### config.mk
export PLATFORM = sky130hd
export DESIGN_NAME = note_recorder
export DESIGN_NICKNAME = d
export VERILOG_FILES = /design/src/rtl/note_recorder.sv
export SDC_FILE = /design/constraint.sdc
export NUM_CORES = 1
export LEC_CHECK = 0
export ABC_AREA = 1
export CAP_MARGIN = 20
export CORE_ASPECT_RATIO = 0.6
export CORE_MARGIN = 2
export CORE_UTILIZATION = 40
export CTS_CLUSTER_SIZE = 14
export DETAILED_ROUTE_END_ITERATION = 12
export GPL_TIMING_DRIVEN = 0
export PLACE_DENSITY = 0.77
export SYNTH_ARGS = -nofsm -noshare
export SYNTH_HDL_FRONTEND = slang
export SYNTH_SLANG_ARGS = --single-unit
### constraint.sdc
create_clock -name clk -period 1.4 [get_ports clk]
set_input_delay 0.14 -clock clk [delete_from_list [all_inputs] [get_ports clk]]
set_output_delay 0.14 -clock clk [all_outputs]
set_load 0.02 [all_outputs]
### src/rtl/note_recorder.sv
// note_recorder: captures a live note stream into 12-bit {note, duration} song words.
// Define NOTE_RECORDER_MERGE_EN to merge repeated same-note selections into one word.
module note_recorder #(
  parameter int SONG_ADDR_BITS = 5,
  parameter int MAX_DURATION = 63
) (
  input  logic                      clk,
  input  logic                      reset,
  input  logic [1:0]                song,
  input  logic                      start,
  input  logic                      stop,
  input  logic [5:0]                note_in,
  input  logic                      note_valid,
  input  logic                      beat,
  output logic                      wr_en,
  output logic [SONG_ADDR_BITS+1:0] wr_addr,
  output logic [11:0]               wr_data,
  output logic                      recording,
  output logic                      done,
  output logic [SONG_ADDR_BITS-1:0] word_count
);
  localparam int N = SONG_ADDR_BITS;
  localparam logic [N-1:0] LAST = '1;
  localparam logic [N-1:0] PENULT = {{(N-1){1'b1}}, 1'b0};
  localparam logic [5:0] MAXD = 6'(MAX_DURATION);
  typedef enum logic [2:0] {IDLE, ARMED, RECORD, FLUSH, TERM, DONE} state_t;
  state_t state, state_n;
  logic [1:0] song_l, song_n;
  logic [5:0] cur_note, cur_n, dur, dur_n, capped, note_dur;
  logic [6:0] dur_inc;
  logic [N-1:0] index, idx_n, wc_n;
  logic sat, same, close, we;
  logic [11:0] wd;
  assign dur_inc = {1'b0, dur} + 7'(beat);
  assign sat = dur_inc > {1'b0, MAXD};
  assign capped = sat ? MAXD : dur_inc[5:0];
  assign note_dur = capped == 6'd0 ? 6'd1 : capped;
`ifdef NOTE_RECORDER_MERGE_EN
  assign same = note_in == cur_note;
`else
  assign same = 1'b0;
`endif
  assign close = note_valid && !same && !stop;
  assign recording = state == ARMED || state == RECORD;
  always_comb begin
    state_n = state;
    song_n = song_l;
    cur_n = cur_note;
    dur_n = dur;
    idx_n = index;
    wc_n = word_count;
    we = 1'b0;
    wd = '0;
    case (state)
      IDLE: if (start) begin
        song_n = song;
        idx_n = '0;
        wc_n = '0;
        state_n = ARMED;
      end
      ARMED: if (stop) state_n = TERM;
        else if (note_valid) begin
          cur_n = note_in;
          dur_n = '0;
          state_n = RECORD;
        end
      RECORD: begin
        // a saturating beat splits the note; stop still credits it, then flushes the rest
        we = stop ? sat : (close || sat);
        wd = {cur_note, note_dur};
        cur_n = close ? note_in : cur_note;
        dur_n = close ? 6'd0 : sat ? 6'd1 : dur_inc[5:0];
        state_n = (we && index == PENULT) ? TERM : stop ? FLUSH : RECORD;
      end
      FLUSH: begin
        we = 1'b1;
        wd = {cur_note, dur == 6'd0 ? 6'd1 : dur};
        state_n = TERM;
      end
      TERM: begin
        we = 1'b1;
        state_n = DONE;
      end
      default: state_n = IDLE;
    endcase
    if (we && state != TERM) begin
      idx_n = index + 1'b1;
      wc_n = word_count == LAST ? word_count : word_count + 1'b1;
    end
  end
  always_ff @(posedge clk) begin
    if (reset) begin
      state <= IDLE;
      song_l <= '0;
      cur_note <= '0;
      dur <= '0;
      index <= '0;
      word_count <= '0;
      wr_en <= 1'b0;
      wr_addr <= '0;
      wr_data <= '0;
      done <= 1'b0;
    end else begin
      state <= state_n;
      song_l <= song_n;
      cur_note <= cur_n;
      dur <= dur_n;
      index <= idx_n;
      word_count <= wc_n;
      wr_en <= we;
      wr_addr <= {song_l, index};
      wr_data <= wd;
      done <= state == DONE;
    end
  end
endmodule

==> impl_metrics.yaml, run 1 <==
clock_tree:
  cts.sinks: 48
  cts-root-buf: "clkbuf_8"
  h-tree-depth: 2
  cts_hold_buf: 0
  insertion_delay_ps: 310
  clkSlewWorstSetupHoldPaths_ps: 90
  cts_tree: "done"
  cts_buffers: 5
  cts_buffer_depth: 2
route:
  maxUsedRoutingLayer: "met4"
  dr_wl_met2_um: 2108
  wl_met3_um: 257
  finalWirelength_um: 4951
  drt_iter0_markers: 107
  via_count: 1887
  postRouteAntennaNets: 0
  wl_per_cell_um: 12.63
  wl_met1_um: 2536
  drc: 0
  viasPerCell: 4.814
  dr.pass1.iters: 4
pwr:
  ir_worst_vdd_mv: 0.5555
  p_leak_uw: 0.001279
  cellPowerDensity_nw_per_um2: 972.8
synthesis:
  synth_seq_cells: 48
  synth_ff_type: "dfxtp_1"
  synth_cell_type_count: 27
  synth_top_area_share_pct: 46.32
  netlist_area_sq_um: 2074
  netlist_top_cells_area: "dfxtp_1 (46%), nand2_1 (7.8%), a21oi_1 (7.2%), inv_1 (6.5%), nor2_1 (5.6%)"
  syn_area_per_cell_sq_um: 7.712
  yosysMostFrequentCell: "dfxtp_1"
  ys_seq_area_share_pct: 46.32
  synth_edf_count: 0
  syn_nets: 289
  synth_cells: 269
  synth_commonest_cells: "dfxtp_1 (48), nand2_1 (43), inv_1 (36), nor2_1 (31), a21oi_1 (30)"
  synthArstFlopShare_pct: 0
  synth_top_area_cell: "dfxtp_1"
  yosysWarnings: 0
placed_design:
  dpl_cell_area_sq_um: 2605
  port_buffers: 39
  place_congestion: 0.9021
  dp.final_hpwl_um: 3497
sta:
  rsz0062_at_grt: "yes"
  fmax_mhz: 645.5
  fin_ws_ps: -149.2
  finalSetupViolations: 26
  tightest_slew_ps: 603.9
  maxSlewViolCount: 0
  max_slew_margin_pct: 59.74
  finClkSkew_ps: 3.887
  hold_viol_final: 0
  layout_min_cycle_time_ps: 1549
  period_share_pct: 110.7
global_route:
  antenna_found_initial: 0
  grt_pass1_vias: 1727
  grt_pass1_wl_um: 7941
  grtUsageTotal_pct: 17.72
  grt-ovfl-total: 0
  grt_max_degree: 16
floorplanning:
  die_area_sq_um: 5797
  die_h_um: 59.79
  num_rows: 20
  coreArea_sq_um: 5030
  start_util_pct: 41.24
  pin_count: 41
  die_w_um: 96.97
layout:
  nNetsFinal: 345
  fin_util_pct: 57.16
  area_growth_pct: 38.60
  diodes: 0
  stdcell_area_sq_um: 2875
  drive_gt1_share_pct: 20.55
outcome:
  violations: "negative setup slack"
  status: "finished with violations"
critical_path:
  cp.arrival_ps: 1800
  cp-end-kind: "flop"
  r2r_slack_ps: -150
  worstPathRequired_ps: 1650
  worst_setup_path_start_kind: "flop"
  worstPathMaxFanout: 7
  crit_type: "flop to flop"
job:
  cap_violations: 0
worst_hold_path:
  hold_path_class: "input pin to flop"
## layout make-up
cell class | count | area [sq um]
repair buffers | 49 | 465.4
clock inverters | 2 | 13.76
plain buffers | 7 | 37.54
inverters | 38 | 147.6
fillers | 466 | 2155
multi-input cells | 176 | 1077
clock buffers | 6 | 82.58
well taps | 66 | 82.58
flip-flops and latches | 48 | 968.4
## registers in the layout, indices dropped and copies added (netlist names)
register	count
state	3
cur_note	6
wr_en	1
dur	6
wr_addr	7
word_count	5
wr_data	12
done	1
song_l	2
index	5
## path summary, 6_finish.rpt
| check | startpoint | to | cells past startpoint |
|---|---|---|---|
| setup / recovery | dur[0] | word_count[1] | 12 |
| hold / removal | reset | wr_addr[1] | 2 |
| setup reg to reg | dur[0] | word_count[1] | 12 |
| hold reg to reg | cur_note[4] | wr_data[10] | 2 |
## layout by cell type, fill, tap and decap left out, types with 3 or more instances in the layout
cell type / n
a21oi_2: 4
nand2_4: 7
dlygate4sd2_1: 6
buf_4: 14
clkbuf_8: 6
clkbuf_1: 4
dfxtp_1: 42
inv_1: 34
nand3_1: 19
nor3_1: 3
nand2_1: 37
o21ai_0: 13
nor2_1: 27
dlymetal6s2s_1: 4
dfxtp_2: 6
nand2_2: 5
clkdlybuf4s50_1: 28
a21oi_1: 27
nand3_2: 4
nor2_4: 3
inv_2: 3
ha_1: 4
## critical path: stages, from the launching register on
cell and delay, ps:
dfxtp_2 350, ha_4 140, ha_4 140, nand2_4 50, nor2_4 120, nand2_4 70, nand2_4 80, nand2_4 70
nand2_8 80, nand3_4 140, clkinv_4 90, nand2_2 50, a21oi_2 110
## metal layers
metal  track usage, %  vias to the layer above
met5                0                        -
li1                 -                      982
met2            26.98                       49
met1            24.32                      852
met3            5.614                        4
met4            5.433                        0
## report_power, final
| group | switching [uW] | total (uW) | internal [uW] |
|---|---|---|---|
| combinational | 289 | 473 | 184 |
| sequential | 29.6 | 1440 | 1410 |
| clock | 477 | 881 | 404 |
| total | 795 | 2800 | 2000 |
## per-stage QoR
step | worst slack (ps) | setup TNS, ps | hold slack [ps] | power, uW | std cells
after floorplan | -79.89 | -597.3 | 330.1 | 1731 | 269
after global placement | -570.2 | -11200 | 424.5 | 1862 | 374
after detailed placement | -608.7 | -12310 | 426.5 | 1872 | 374
after CTS | -167.1 | -1928 | 170.2 | 2785 | 389
after global routing | -238.3 | -4508 | 189.8 | 2915 | 392
final | -149.2 | -2102 | 174.4 | 2797 | 392
## kinds of logic (layout without fill, tap and decap cells)
kind of cell             after synthesis  count (layout)  synth area share (%)
buffers and inverters                 45             102                 8.383
AO/OA/AOI/OAI                         52              52                 13.63
XOR/XNOR                               2               2                0.8445
adder cells (fa/ha/maj)                6               6                 3.619
flip-flops                            48              48                 46.32
AND/OR/NAND/NOR                      116             116                 27.20
## timing repair
| item | CTS | global route |
|---|---|---|
| endpoints found under the setup margin | 35 | 39 |
| endpoints found under the hold margin | 0 | 0 |
| resized for setup | 27 | 21 |
| buffers inserted | 7 | 3 |
| pin swaps | 8 | 4 |
Power figures use the tool's default switching activity.
==> run 2, diff against run 1 <==
--- a/config.mk
+++ b/config.mk
@@ -17,3 +17,4 @@
 export SYNTH_ARGS = -nofsm -noshare
 export SYNTH_HDL_FRONTEND = slang
 export SYNTH_SLANG_ARGS = --single-unit
+export TNS_END_PERCENT = 100
==> results of run 2 <==
Final layout, timing and power as in run 1 (identical DEF).
